===== config.mk =====
export PLATFORM = sky130hd
export DESIGN_NAME = alu_share_arbiter_flat
export DESIGN_NICKNAME = d
export VERILOG_FILES = /design/src/rtl/alu_share_arbiter_pkg.sv /design/src/rtl/alu_share_arbiter_if.sv /design/src/rtl/alu_share_arbiter_alu64_core.sv /design/src/rtl/alu_share_arbiter.sv /design/src/flat_wrapper.sv
export SDC_FILE = /design/constraint.sdc
export NUM_CORES = 1
export LEC_CHECK = 0
export ABC_AREA = 0
export CORE_ASPECT_RATIO = 0.5
export CORE_MARGIN = 5
export CORE_UTILIZATION = 45
export DETAILED_ROUTE_END_ITERATION = 16
export HOLD_SLACK_MARGIN = 0.12
export PLACE_DENSITY = 0.73
export SLEW_MARGIN = 10
export SYNTH_ARGS = -nofsm -noshare
export SYNTH_HDL_FRONTEND = slang
export SYNTH_SLANG_ARGS = --single-unit

===== constraint.sdc =====
create_clock -name clk -period 7.9 [get_ports clk]
set_input_delay 1.58 -clock clk [delete_from_list [all_inputs] [get_ports clk]]
set_output_delay 1.58 -clock clk [all_outputs]
set_load 0.02 [all_outputs]

===== src/rtl/alu_share_arbiter_pkg.sv =====
// Shared types and constants for the two-requester shared 64-bit ALU sequencer.
package alu_share_arbiter_pkg;

  localparam int unsigned DATA_W = 64;

  typedef enum logic [1:0] {
    ALU_ADD = 2'b00,
    ALU_SUB = 2'b01,
    ALU_AND = 2'b10,
    ALU_XOR = 2'b11
  } alu_op_t;

  typedef enum logic [1:0] {
    ST_IDLE = 2'b00,
    ST_EXEC = 2'b01,
    ST_RESP = 2'b10
  } state_t;

  localparam logic CC_ZF_RST   = 1'b1;
  localparam logic CC_SF_RST   = 1'b0;
  localparam logic CC_OF_RST   = 1'b0;
  localparam logic LAST_RST    = 1'b1;

endpackage


===== src/rtl/alu_share_arbiter_if.sv =====
// Request/response bundle between the two ALU requesters, the result consumer
// and alu_share_arbiter; master is the requester side, slave is the arbiter.
interface alu_share_arbiter_if;
  import alu_share_arbiter_pkg::*;

  logic [1:0]        req_valid;
  logic [1:0]        req_ready;
  logic [1:0]        req_op0;
  logic [1:0]        req_op1;
  logic [DATA_W-1:0] req_a0;
  logic [DATA_W-1:0] req_b0;
  logic [DATA_W-1:0] req_a1;
  logic [DATA_W-1:0] req_b1;
  logic [1:0]        req_setcc;
  logic              resp_valid;
  logic              resp_ready;
  logic              resp_id;
  logic [DATA_W-1:0] resp_result;
  logic              resp_of;
  logic              cc_zf;
  logic              cc_sf;
  logic              cc_of;

  modport master (
    output req_valid, req_op0, req_op1, req_a0, req_b0, req_a1, req_b1, req_setcc, resp_ready,
    input  req_ready, resp_valid, resp_id, resp_result, resp_of, cc_zf, cc_sf, cc_of
  );

  modport slave (
    input  req_valid, req_op0, req_op1, req_a0, req_b0, req_a1, req_b1, req_setcc, resp_ready,
    output req_ready, resp_valid, resp_id, resp_result, resp_of, cc_zf, cc_sf, cc_of
  );

endinterface


===== src/rtl/alu_share_arbiter_alu64_core.sv =====
// Combinational 64-bit ALU (add/sub/and/xor) with signed-overflow output.
module alu64_core
  import alu_share_arbiter_pkg::*;
(
  input  alu_op_t           op,
  input  logic [DATA_W-1:0] a,
  input  logic [DATA_W-1:0] b,
  output logic [DATA_W-1:0] result,
  output logic              of
);

  logic              is_sub;
  logic [DATA_W-1:0] b_eff;

  always_comb begin
    is_sub = (op == ALU_SUB);
    b_eff  = is_sub ? ~b : b;
    result = '0;
    of     = 1'b0;
    case (op)
      ALU_ADD, ALU_SUB: begin
        // Subtract as a + ~b + 1 so one adder and one overflow rule serve both.
        result = a + b_eff + DATA_W'(is_sub);
        of     = (a[DATA_W-1] == b_eff[DATA_W-1]) && (result[DATA_W-1] != a[DATA_W-1]);
      end
      ALU_AND: result = a & b;
      ALU_XOR: result = a ^ b;
      default: result = '0;
    endcase
  end

endmodule


===== src/rtl/alu_share_arbiter.sv =====
// Round-robin sharing of one 64-bit ALU between two requesters with a held response port.
// Macro ALU_SHARE_ARBITER_CC_EN adds the ZF/SF/OF condition-code register.
//
// state   | meaning
// IDLE    | waiting for a request; req_ready shows the granted requester
// EXEC    | ALU evaluates latched operands; result registered at cycle end
// RESP    | resp_valid high, outputs held until resp_ready
module alu_share_arbiter
  import alu_share_arbiter_pkg::*;
(
  input logic                clk,
  input logic                rst_n,
  alu_share_arbiter_if.slave bus
);

  state_t            state;
  state_t            state_nxt;
  logic              last_served;
  logic              grant;
  logic              accept;
  logic [1:0]        ready;

  alu_op_t           op_q;
  logic [DATA_W-1:0] a_q;
  logic [DATA_W-1:0] b_q;
  logic              id_q;

  logic              resp_valid_q;
  logic              resp_id_q;
  logic [DATA_W-1:0] resp_result_q;
  logic              resp_of_q;

  logic [DATA_W-1:0] alu_result;
  logic              alu_of;

  alu64_core u_alu (
    .op     (op_q),
    .a      (a_q),
    .b      (b_q),
    .result (alu_result),
    .of     (alu_of)
  );

  always_comb begin
    grant = 1'b0;
    case (bus.req_valid)
      2'b01:   grant = 1'b0;
      2'b10:   grant = 1'b1;
      2'b11:   grant = ~last_served;
      default: grant = 1'b0;
    endcase
  end

  // Ready is gated by rst_n so nothing is offered during the reset cycle.
  always_comb begin
    state_nxt = state;
    ready     = 2'b00;
    case (state)
      ST_IDLE: begin
        ready[grant] = bus.req_valid[grant] & rst_n;
        if (ready[grant]) state_nxt = ST_EXEC;
      end
      ST_EXEC: state_nxt = ST_RESP;
      ST_RESP: if (bus.resp_ready) state_nxt = ST_IDLE;
      default: state_nxt = ST_IDLE;
    endcase
  end

  assign accept        = |ready;
  assign bus.req_ready = ready;

  always_ff @(posedge clk) begin
    if (!rst_n) begin
      state         <= ST_IDLE;
      last_served   <= LAST_RST;
      op_q          <= ALU_ADD;
      a_q           <= '0;
      b_q           <= '0;
      id_q          <= 1'b0;
      resp_valid_q  <= 1'b0;
      resp_id_q     <= 1'b0;
      resp_result_q <= '0;
      resp_of_q     <= 1'b0;
    end else begin
      state <= state_nxt;
      if (accept) begin
        op_q        <= alu_op_t'(grant ? bus.req_op1 : bus.req_op0);
        a_q         <= grant ? bus.req_a1 : bus.req_a0;
        b_q         <= grant ? bus.req_b1 : bus.req_b0;
        id_q        <= grant;
        last_served <= grant;
      end
      if (state == ST_EXEC) begin
        resp_valid_q  <= 1'b1;
        resp_id_q     <= id_q;
        resp_result_q <= alu_result;
        resp_of_q     <= alu_of;
      end else if ((state == ST_RESP) && bus.resp_ready) begin
        resp_valid_q <= 1'b0;
      end
    end
  end

  assign bus.resp_valid  = resp_valid_q;
  assign bus.resp_id     = resp_id_q;
  assign bus.resp_result = resp_result_q;
  assign bus.resp_of     = resp_of_q;

`ifdef ALU_SHARE_ARBITER_CC_EN
  logic setcc_q;
  logic zf_q;
  logic sf_q;
  logic of_q;

  always_ff @(posedge clk) begin
    if (!rst_n) begin
      setcc_q <= 1'b0;
      zf_q    <= CC_ZF_RST;
      sf_q    <= CC_SF_RST;
      of_q    <= CC_OF_RST;
    end else begin
      if (accept) setcc_q <= grant ? bus.req_setcc[1] : bus.req_setcc[0];
      if ((state == ST_EXEC) && setcc_q) begin
        zf_q <= (alu_result == '0);
        sf_q <= alu_result[DATA_W-1];
        of_q <= alu_of;
      end
    end
  end

  assign bus.cc_zf = zf_q;
  assign bus.cc_sf = sf_q;
  assign bus.cc_of = of_q;
`else
  logic unused_setcc;
  assign unused_setcc = ^bus.req_setcc;
  assign bus.cc_zf    = 1'b0;
  assign bus.cc_sf    = 1'b0;
  assign bus.cc_of    = 1'b0;
`endif

endmodule


===== src/flat_wrapper.sv =====
// flat-port wrapper written by rule: the top's interface ports become plain ports
module alu_share_arbiter_flat import alu_share_arbiter_pkg::*;
  (clk, rst_n, bus_req_valid, bus_req_op0, bus_req_op1, bus_req_a0, bus_req_b0, bus_req_a1, bus_req_b1, bus_req_setcc, bus_resp_ready, bus_req_ready, bus_resp_valid, bus_resp_id, bus_resp_result, bus_resp_of, bus_cc_zf, bus_cc_sf, bus_cc_of);
  alu_share_arbiter_if bus_i ();
  input logic clk;
  input logic rst_n;
  input wire logic [$bits(bus_i.req_valid)-1:0] bus_req_valid;
  input wire logic [$bits(bus_i.req_op0)-1:0] bus_req_op0;
  input wire logic [$bits(bus_i.req_op1)-1:0] bus_req_op1;
  input wire logic [$bits(bus_i.req_a0)-1:0] bus_req_a0;
  input wire logic [$bits(bus_i.req_b0)-1:0] bus_req_b0;
  input wire logic [$bits(bus_i.req_a1)-1:0] bus_req_a1;
  input wire logic [$bits(bus_i.req_b1)-1:0] bus_req_b1;
  input wire logic [$bits(bus_i.req_setcc)-1:0] bus_req_setcc;
  input wire logic [$bits(bus_i.resp_ready)-1:0] bus_resp_ready;
  output wire logic [$bits(bus_i.req_ready)-1:0] bus_req_ready;
  output wire logic [$bits(bus_i.resp_valid)-1:0] bus_resp_valid;
  output wire logic [$bits(bus_i.resp_id)-1:0] bus_resp_id;
  output wire logic [$bits(bus_i.resp_result)-1:0] bus_resp_result;
  output wire logic [$bits(bus_i.resp_of)-1:0] bus_resp_of;
  output wire logic [$bits(bus_i.cc_zf)-1:0] bus_cc_zf;
  output wire logic [$bits(bus_i.cc_sf)-1:0] bus_cc_sf;
  output wire logic [$bits(bus_i.cc_of)-1:0] bus_cc_of;
  assign bus_i.req_valid = bus_req_valid;
  assign bus_i.req_op0 = bus_req_op0;
  assign bus_i.req_op1 = bus_req_op1;
  assign bus_i.req_a0 = bus_req_a0;
  assign bus_i.req_b0 = bus_req_b0;
  assign bus_i.req_a1 = bus_req_a1;
  assign bus_i.req_b1 = bus_req_b1;
  assign bus_i.req_setcc = bus_req_setcc;
  assign bus_i.resp_ready = bus_resp_ready;
  assign bus_req_ready = bus_i.req_ready;
  assign bus_resp_valid = bus_i.resp_valid;
  assign bus_resp_id = bus_i.resp_id;
  assign bus_resp_result = bus_i.resp_result;
  assign bus_resp_of = bus_i.resp_of;
  assign bus_cc_zf = bus_i.cc_zf;
  assign bus_cc_sf = bus_i.cc_sf;
  assign bus_cc_of = bus_i.cc_of;
  alu_share_arbiter u_core (.clk(clk), .rst_n(rst_n), .bus(bus_i));
endmodule

==> key figures, run 1 <==
Setup path
  • Max stage delay on crit path: 0.67 ns
  • Kind of critical path: primary input to output pin
  • CP Launch Type: primary input
  • CP Launch Point: rst_n
  • Crit Reg-Reg Startpoint: u_core.op_q[1]
  • CP max-delay cell: clkdlybuf4s50_1
  • CP arrival: 4.21 ns
  • Worst-path cell chain: clkdlybuf4s50_1 -> buf_4 -> inv_6 -> nor3_1 -> o21ai_0 -> nor2_1 -> clkdlybuf4s50_1
  • Most used cell, CP: clkdlybuf4s50_1
  • RR Endpoint: u_core.bus.resp_of
  • R2r setup slk: 2.63 ns
  • Worst Reg-to-Reg Cells: 15
  • Worst path required time: 6.32 ns
  • Crit end category: output pin
  • Worst setup endpoint: bus_req_ready[0]
  • Largest fanout on the critical path: 83

CTS
  • Inserted Clock Buffers: 20
  • H-tree depth: 1
  • Hold buffer count at cts: 0
  • Clock slew seen by the registers of the worst setup and hold paths: 0.07 ns
  • Sink Count: 201
  • # Post-CTS Setup Buffers: 0
  • Root buffer cell: clkbuf_16
  • # resized after CTS: 0
  • CTS Buffer Depth: 3
  • Clk Latency, worst-skew pair: 0.52 ns
  • CTS tree: yes

Detailed routing
  • Routed wire length per instance: 17.7 um
  • Starting DRC count in detailed routing: 850
  • Vias: 13.3k
  • 1st-pass router iterations: 5
  • Final wirelength: 42,400 um
  • Routed Antenna Nets: 0
  • DRC violations left: 0
  • Via/cell ratio: 5.55

Yosys
  • Avg Cell Area, Syn: 8.40 sq um
  • Synthesis-stage register bit count: 201
  • Mapped cell area: 14,300 sq um
  • Number of library cell types mapped by synthesis: 72
  • Synth Instances: 1,706
  • Register area share after synthesis: 28.1%
  • Post-synth EDFFs: 0
  • Yosys warnings: 0
  • Most used flip-flop cell after synthesis: dfxtp_1
  • Async set or reset register ratio after synthesis: 0%

Timing
  • Hold Vio Cnt, Final: 0
  • Period minus WS final: 5.79 ns
  • Fin crit share: 73.3%
  • Max Clk Rate: 173 MHz
  • Slew margin rel.: 30.2%
  • Final setup viols: 0
  • Worst setup margin: 2.11 ns
  • Clk_skew: 0.0178 ns
  • Max-slew violation count: 0
  • Tightest Pin Transition: 1.05 ns
  • Final setup TNS: 0 ns
  • Unrepaired setup endpoints after global routing: false

Global routing
  • First-pass GRT wire length: 66,100 um
  • Total congestion overflow: 0
  • Largest net degree at the start of global routing: 207
  • Total Routing Usage GR: 22.2%
  • Antenna violations before repair: 3
  • Vias in the first global route: 12.5k

Final layout
  • Nets: 2,339
  • Synth-to-Final Area Change: 29.4%
  • Most common cell after layout, fill and taps aside: clkdlybuf4s50_1
  • Share of cells above drive strength 1: 4.29%
  • Most frequent cells in the layout: clkdlybuf4s50_1 (333), dfxtp_1 (199), mux2i_1 (181)
  • Fin cells: 2,393

Pwr
  • Leak: 7.44 nW
  • Pwr dens: 190 nW/um^2
  • Worst VDD drop: 0.000143 V

Floorplan
  • Die area: 35,700 sq um
  • Die Span Y: 136 um
  • # IOs: 339
  • # rows: 46
  • Core box area: 31,500 sq um
  • Die Wd: 262 um
  • Initial Util: 45.4%

Place
  • Placed insts: 2,355
  • HPWL Detailed: 31,500 um
  • Number of buffers added on ports: 333
  • Final GP Congestion: 0.943
  • Pre-CTS WS: 2.11 ns

Run status
  • Outcome: complete, no violations

Hold path
  • HP Start: u_core.bus.resp_result[40]
  • Hold Path Class: register to register

Flow run
  • MaxCap Viol Count: 0
## synthesized netlist by cell type (22+ instances only)
cell type,number,area [sq um]
a211oi_1,137,1030
nand2_1,136,510
nor2_1,180,676
a21oi_1,126,631
ha_1,126,1580
dfxtp_1,201,4020
xnor2_1,91,797
nand3_1,22,110
a21o_1,41,308
mux2i_1,181,1810
xor2_1,26,228
o211ai_1,26,195
inv_1,22,82.6
clkbuf_1,116,435
o21ai_0,71,355
## stage by stage
| stage | power, W | hold slack (ns) | utilization (%) | instance area [sq um] |
|---|---|---|---|---|
| floorplan | 0.00209 | 0.432 | - | 14300 |
| detailed placement | 0.00253 | 0.437 | 56.6 | 17900 |
| finish | 0.00352 | 0.447 | 58.8 | 18500 |
| global placement | 0.00250 | 0.432 | 56.6 | 17900 |
| global route | 0.00372 | 0.473 | 58.8 | 18500 |
| CTS | 0.00353 | 0.447 | 58.8 | 18500 |
## where the power goes
| group | switching [W] | leakage, nW | internal (W) |
|---|---|---|---|
| sequential | 0.0000902 | 1.65 | 0.00112 |
| clock | 0.000428 | 0.335 | 0.000573 |
| combinational | 0.000717 | 5.45 | 0.000591 |
| total | 0.00124 | 7.44 | 0.00228 |
## registers in the layout, summed over array words and instances, names as in the netlist
signal,cells
u_core.a_q,64
u_core.b_q,64
u_core.bus.resp_result,64
u_core.op_q,2
u_core.state,2
u_core.bus.resp_id,1
u_core.bus.resp_of,1
u_core.bus.resp_valid,1
u_core.id_q,1
u_core.last_served,1
## kinds of logic (layout without fill, tap and decap cells)
family	after synthesis	in the layout	synth area share [%]
other	1	6	0.0262
buffers and inverters	152	402	4.10
xor gates and xnor gates	117	117	7.15
muxes	196	196	13.8
adders and majority gates	127	127	11.1
AOI/OAI and AO/OA	500	500	23.3
DFF	201	201	28.1
and+or+nand+nor	412	412	12.4
## layer usage
layer / routed length [um] / global-route usage [%]
met1: 18700 / 29.0
met2: 20600 / 39.0
met3: 2340 / 3.78
met4: 746 / 4.79
met5: 0 / 0
## worst min path at each step
stage,depth (start not counted),endpoint
after floorplan,2,u_core.bus.resp_id
after global placement,2,u_core.bus.resp_result[40]
after detailed placement,2,u_core.bus.resp_result[40]
after CTS,2,u_core.bus.resp_result[40]
after global routing,2,u_core.bus.resp_result[40]
final,2,u_core.bus.resp_result[40]
## final cells by class
| type | instances | area (sq um) |
|---|---|---|
| timing repair buffer | 344 | 3430 |
| fill | 2899 | 13000 |
| inverter | 23 | 98.8 |
| clock inverter | 11 | 123 |
| clock buffer | 24 | 557 |
| multi-input combinational | 1355 | 9750 |
| sequential | 201 | 4030 |
| antenna | 3 | 7.51 |
| tap | 432 | 541 |
## critical path, delay by kind of cell
kind	cells	cell delay, ns
buf+inv	4	1.75
compound gates	1	0.36
simple gates	2	0.51
No activity file was read; power rests on OpenSTA's default activity.
==> run 2: changes to the inputs <==
Settings changed: PLACE_DENSITY 0.73 to 0.76.
Clock period 7.9 ns to 4.7 ns, I/O delays scaled along.
==> run 2 against run 1 <==
Against the previous run: register-to-register slack worse by 2.2 ns; die area is the same; sequential power is 68% higher; utilization rose by 0.17 points; largest cell class unchanged.
==> key figures, run 2 (synthesized netlist as in run 1, its figures left out) <==
Run status
  • Outcome: complete, no violations

Setup path
  • CP arrival: 4.63 ns (+0.42 ns)
  • Crit end category: register
  • Kind of critical path: register to register
  • CP Launch Type: register
  • Worst path required time: 5.10 ns (-1.22 ns)
  • Largest fanout on the critical path: 19 (-77%)

Final layout
  • Share of cells above drive strength 1: 4.43% (+0.14 points)
  • Most common cell after layout, fill and taps aside: clkdlybuf4s50_1
  • Synth-to-Final Area Change: 29.8%
  • Nets: 2,346 (+0.30%)
  • Most frequent cells in the layout: clkdlybuf4s50_1 (333), dfxtp_1 (199), mux2i_1 (181)
  • Fin area: 18,600 sq um (+0.30%)
  • # diodes: 0 (-3)

CTS
  • Hold buffer count at cts: 0 (unchanged)
  • # Post-CTS Setup Buffers: 0 (unchanged)
  • CTS tree: yes
  • Sink Count: 201 (unchanged)
  • # resized after CTS: 0 (unchanged)
  • H-tree depth: 1 (unchanged)
  • Inserted Clock Buffers: 20 (unchanged)
  • Root buffer cell: clkbuf_16
  • Clk Latency, worst-skew pair: 0.51 ns (about the same)
  • Clock slew seen by the registers of the worst setup and hold paths: 0.06 ns (about the same)
  • CTS Buffer Depth: 3 (unchanged)

Floorplan
  • # rows: 46 (unchanged)
  • Die Wd: 262 um (unchanged)
  • Core box area: 31,500 sq um (unchanged)
  • Initial Util: 45.4% (unchanged)
  • # IOs: 339 (unchanged)
  • Die Span Y: 136 um (unchanged)
  • Die area: 35,700 sq um (unchanged)

Timing
  • Fin crit share: 90.0%
  • Tightest Pin Transition: 0.899 ns (-0.148 ns)
  • Unrepaired setup endpoints after global routing: false
  • Final setup viols: 0 (unchanged)
  • Hold Vio Cnt, Final: 0 (unchanged)
  • Clk_skew: 0.0104 ns (-0.00733 ns)
  • Slew margin rel.: 40.1% (+9.9 points)
  • Final setup TNS: 0 ns (unchanged)
  • Max Clk Rate: 236 MHz
  • Period minus WS final: 4.23 ns
  • Max-slew violation count: 0 (unchanged)

Detailed routing
  • Final wirelength: 41,800 um (-1.4%)
  • Routed wire length per instance: 17.4 um (-1.6%)
  • Starting DRC count in detailed routing: 769 (-9.5%)
  • DRC violations left: 0 (unchanged)
  • Routed Antenna Nets: 0 (unchanged)
  • 1st-pass router iterations: 5 (unchanged)
  • Via/cell ratio: 5.54 (-0.25%)
  • Vias: 13.3k (-0.083%)

Place
  • Number of buffers added on ports: 333 (unchanged)
  • HPWL Detailed: 31,800 um (+0.94%)
  • Dpl cell area: 17,900 sq um (+0.49%)
  • Final GP Congestion: 0.938 (-0.49%)

Global routing
  • Total Routing Usage GR: 22.2% (+0.041 points)
  • First-pass GRT wire length: 66,400 um (+0.50%)
  • Total congestion overflow: 0 (unchanged)
  • Largest net degree at the start of global routing: 167 (-19%)
  • Vias in the first global route: 12.8k (+3.0%)
  • Antenna violations before repair: 0 (-3)

Hold path
  • Hold Path Class: register to register

Pwr
  • Pwr dens: 316 nW/um^2 (+67%)
  • Leak: 7.46 nW (+0.32%)
  • Worst VDD drop: 0.000219 V (+53%)

Flow run
  • MaxCap Viol Count: 0 (unchanged)
run 2: cell types whose count changed in the layout (fill, tap and decap cells not counted), sizes merged:
cell,previous run,this run
clkinv,7,5
clkinvlp,1,2
diode,3,0
buf,11,18
clkbuf,24,27
inv,24,22
run 2: stage by stage:
step | total power, W | std cells | setup slack, ns | hold slack (ns) | util [%]
after floorplan | 0.00351 | 1708 | 0.799 | 0.432 | -
after global placement | 0.00423 | 2362 | 0.495 | 0.432 | 56.9
after detailed placement | 0.00426 | 2362 | 0.453 | 0.442 | 56.9
after CTS | 0.00591 | 2397 | 0.386 | 0.451 | 58.9
after global routing | 0.00622 | 2397 | 0.102 | 0.480 | 58.9
final | 0.00588 | 2397 | 0.469 | 0.449 | 58.9
run 2: power breakdown:
part	internal, W	switching [W]
Sequential	0.00188	0.000147
Clock	0.000945	0.000691
Combinational	0.00100	0.00121
run 2: final cells by class:
class | instances | area [sq um]
clock buffer | 27 | 558
clock inverter | 8 | 95.1
fill | 2869 | 12900
inverter | 23 | 96.3
multi-input combinational | 1355 | 9760
sequential | 201 | 4030
tap | 432 | 541
timing repair buffer | 351 | 3520
run 2: critical path: stages (launching register included):
cell and delay, ns:
dfxtp_4 0.36, buf_4 0.28, or3b_4 0.45, nand2_1 0.10, fa_1 0.22, a21oi_1 0.13
o211ai_1 0.39, nand3_1 0.15, a2111oi_1 0.59, o2111ai_1 0.38, a21oi_1 0.25, o21ai_1 0.19
a211oi_1 0.33, mux2i_1 0.22, nand2_1 0.06
run 2: layer usage:
layer  GRT usage [%]  vias to the layer above  wire [um]
li1                -                     6745          -
met1            29.0                     6199      18700
met2            39.4                      284      20400
met3            3.36                       54       1870
met4            4.93                        0        898
met5               0                        -          0
run 2: final timing paths:
path	slack [ns]	to	depth (start not counted)	from
setup / recovery	0.47	u_core.bus.resp_result[62]	14	u_core.op_q[0]
hold reg to reg	0.45	u_core.bus.resp_result[40]	2	u_core.bus.resp_result[40]
hold / removal	0.45	u_core.bus.resp_result[40]	2	u_core.bus.resp_result[40]
setup reg to reg	0.47	u_core.bus.resp_result[62]	14	u_core.op_q[0]
==> run 3: changes to the inputs <==
Settings changed: GPL_ROUTABILITY_DRIVEN from default to 0, PLACE_DENSITY 0.76 to 0.75, SYNTH_HIERARCHICAL from default to 1.
==> run 3 against run 2 <==
Against the previous run: sequential cell count is the same; sequential power about the same; clock power rose by 11%; critical path type unchanged; highest routed layer unchanged.
==> key figures, run 3 <==
CTS
  • # Post-CTS Setup Buffers: 0 (unchanged)
  • Clk Latency, worst-skew pair: 0.53 ns (+0.02 ns)
  • CTS tree: yes
  • Clock slew seen by the registers of the worst setup and hold paths: 0.07 ns (about the same)
  • Inserted Clock Buffers: 21 (+5.0%)
  • # resized after CTS: 0 (unchanged)
  • Sink Count: 201 (unchanged)
  • H-tree depth: 1 (unchanged)
  • CTS Buffer Depth: 3 (unchanged)
  • Root buffer cell: clkbuf_16
  • Hold buffer count at cts: 0 (unchanged)

Yosys
  • Top area cells in the synthesized netlist: dfxtp_1 (27%), nand2_1 (12%), ha_1 (10%)
  • Mapped cell area: 15,100 sq um (+5.3%)
  • Async set or reset register ratio after synthesis: 0% (unchanged)
  • Most frequent cell after synthesis: nand2_1
  • Avg Cell Area, Syn: 7.61 sq um (-9.4%)
  • Post-synth top area cell: dfxtp_1
  • Top cells by count, synth: nand2_1 (466), a21oi_1 (299), dfxtp_1 (201)
  • Number of library cell types mapped by synthesis: 87 (+21%)
  • Register area share after synthesis: 26.7% (-1.4 points)
  • Post-synth EDFFs: 0 (unchanged)
  • Most used flip-flop cell after synthesis: dfxtp_1
  • Yosys warnings: 6 (+6)
  • Post-synth top area share: 26.7% (-1.4 points)
  • Synthesis-stage register bit count: 201 (unchanged)
  • Synth Instances: 1,982 (+16%)

Timing
  • Hold Vio Cnt, Final: 0 (unchanged)
  • Final setup TNS: 0 ns (unchanged)
  • Hold Slack: 0.453 ns (+0.00422 ns)
  • Max Clk Rate: 233 MHz (-1.5%)
  • Final setup viols: 0 (unchanged)
  • Fin crit share: 91.4% (+1.3 points)
  • Clk_skew: 0.0220 ns (+0.0116 ns)
  • Slew margin rel.: 26.8% (-13 points)
  • Max-slew violation count: 0 (unchanged)
  • Unrepaired setup endpoints after global routing: false
  • Period minus WS final: 4.29 ns (+0.0633 ns)
  • Tightest Pin Transition: 1.09 ns (+0.196 ns)

Setup path
  • Most used cell, CP: inv_1
  • Critical path buffers and inverters: 3 (+2)
  • Crit end category: register
  • Worst-path cell chain: inv_1 -> nand2_4 -> buf_4 -> xnor2_1 -> ha_1 -> nand4_1 -> nor4_1 -> nor2b_1 -> inv_1 -> a211oi_2 -> o21ai_1 -> a31oi_2 -> mux2i_1 -> nor2_1 -> nand2_1 -> a21oi_1
  • Kind of critical path: register to register
  • CP Launch Type: register
  • CP max-delay cell: nor4_1
  • Worst path required time: 5.07 ns (-0.03 ns)
  • Largest fanout on the critical path: 23 (+4)
  • Max stage delay on crit path: 0.59 ns (about the same)
  • CP delay by family, top: simple AND/OR/NAND/NOR gates
  • CP arrival: 4.66 ns (+0.03 ns)

Floorplan
  • Die area: 37,500 sq um (+5.0%)
  • # IOs: 339 (unchanged)
  • Die Span Y: 139 um (+2.4%)
  • Core box area: 33,000 sq um (+4.8%)
  • Die Wd: 269 um (+2.5%)
  • # rows: 47 (+2.2%)
  • Initial Util: 45.6% (+0.20 points)

Detailed routing
  • Starting DRC count in detailed routing: 1,081 (+41%)
  • Vias: 15.4k (+16%)
  • DRC violations left: 0 (unchanged)
  • 1st-pass router iterations: 5 (unchanged)
  • Routed Antenna Nets: 0 (unchanged)
  • Via/cell ratio: 5.80 (+4.7%)
  • Final wirelength: 48,900 um (+17%)
  • Routed wire length per instance: 18.4 um (+5.8%)

Final layout
  • Nets: 2,588 (+10%)
  • Most frequent cells in the layout: nand2_1 (465), clkdlybuf4s50_1 (333), a21oi_1 (299)
  • Synth-to-Final Area Change: 27.5%
  • Most common cell after layout, fill and taps aside: nand2_1
  • Fin cells: 2,650 (+11%)
  • Fillcell total: 3,025 (+5.4%)
  • Fin area: 19,200 sq um (+3.4%)
  • Share of cells above drive strength 1: 5.52% (+1.1 points)
  • # diodes: 0 (unchanged)

Global routing
  • Vias in the first global route: 14.1k (+9.7%)
  • Total Routing Usage GR: 24.4% (+2.2 points)
  • Antenna violations before repair: 0 (unchanged)
  • Largest net degree at the start of global routing: 113 (-32%)
  • Total congestion overflow: 0 (unchanged)
  • First-pass GRT wire length: 76,600 um (+15%)

Pwr
  • Pwr dens: 325 nW/um^2 (+2.7%)
  • Worst VDD drop: 0.000211 V (-3.4%)
  • Leak: 7.51 nW (+0.61%)

Flow run
  • MaxCap Viol Count: 0 (unchanged)

Place
  • Dpl cell area: 18,500 sq um (+3.1%)
  • Number of buffers added on ports: 333 (unchanged)
  • HPWL Detailed: 35,700 um (+12%)
  • Placed insts: 2,612 (+11%)

Hold path
  • Hold Path Class: register to register

Run status
  • Outcome: complete, no violations
-- run 3: changes by cell type after synthesis, moves of 13 or more --
cell	before	now
xor2_1	26	13
o21ai_0	71	56
nor2_1	180	65
a211oi_1	137	5
buf_2	1	40
o211ai_1	26	12
a311oi_1	3	133
clkbuf_1	116	92
mux2i_1	181	40
a21oi_1	126	299
nand2_1	136	466
-- run 3: logic make-up after synthesis --
group           Yosys count  synth area share [%]
simple gates            653                  18.5
compound gates          644                  28.5
flops                   201                  26.7
buf+inv                 189                  5.43
fa+ha+maj               127                  10.6
xor+xnor                107                  6.21
mux                      60                  4.15
other cells               1                0.0249
-- run 3: cell type report --
cell class	instances	area, sq um	area share [%]
clock inverters	14	169	0.879
flip-flops and latches	201	4030	21.0
well taps	441	552	2.87
repair buffers	354	3530	18.4
multi-input cells	1594	10300	53.5
clock buffers	24	567	2.95
inverters	22	90.1	0.469
-- run 3: path summary, 6_finish.rpt --
check,from,endpoint,slack [ns],cells after the start
min,u_core/bus.resp_result[16],u_core/bus.resp_result[16],0.45,2
min reg2reg,u_core/bus.resp_result[16],u_core/bus.resp_result[16],0.45,2
max,u_core/op_q[1],u_core/bus.resp_of,0.41,16
max reg2reg,u_core/op_q[1],u_core/bus.resp_of,0.41,16
-- run 3: power breakdown --
part	switching, W	internal (W)
clock	0.000777	0.00105
combinational	0.00133	0.00106
sequential	0.000163	0.00187
total	0.00227	0.00398
-- run 3: worst min-delay path: stages, from the launching register on --
cell     delay, ns
dfxtp_1       0.31
nand2_1       0.05
a21oi_1       0.05
-- run 3: metal layers --
layer	vias up	track usage (%)	share of wire, %	routed length (um)
met2	418	39.8	47	22800
li1	7595	-	-	-
met5	-	0	0	0
met4	0	5.36	2.3	1140
met1	7287	34.1	45	22000
met3	75	4.23	6.1	3000
-- run 3: through the flow --
| step | worst slack [ns] | utilization (%) | total power [W] |
|---|---|---|---|
| finish | 0.405 | 58.2 | 0.00624 |
| global route | 0.183 | 58.2 | 0.00662 |
| CTS | 0.520 | 58.2 | 0.00627 |
| detailed placement | 0.541 | 55.9 | 0.00442 |
| global placement | 0.590 | 55.9 | 0.00439 |
| floorplan | 0.584 | - | 0.00368 |
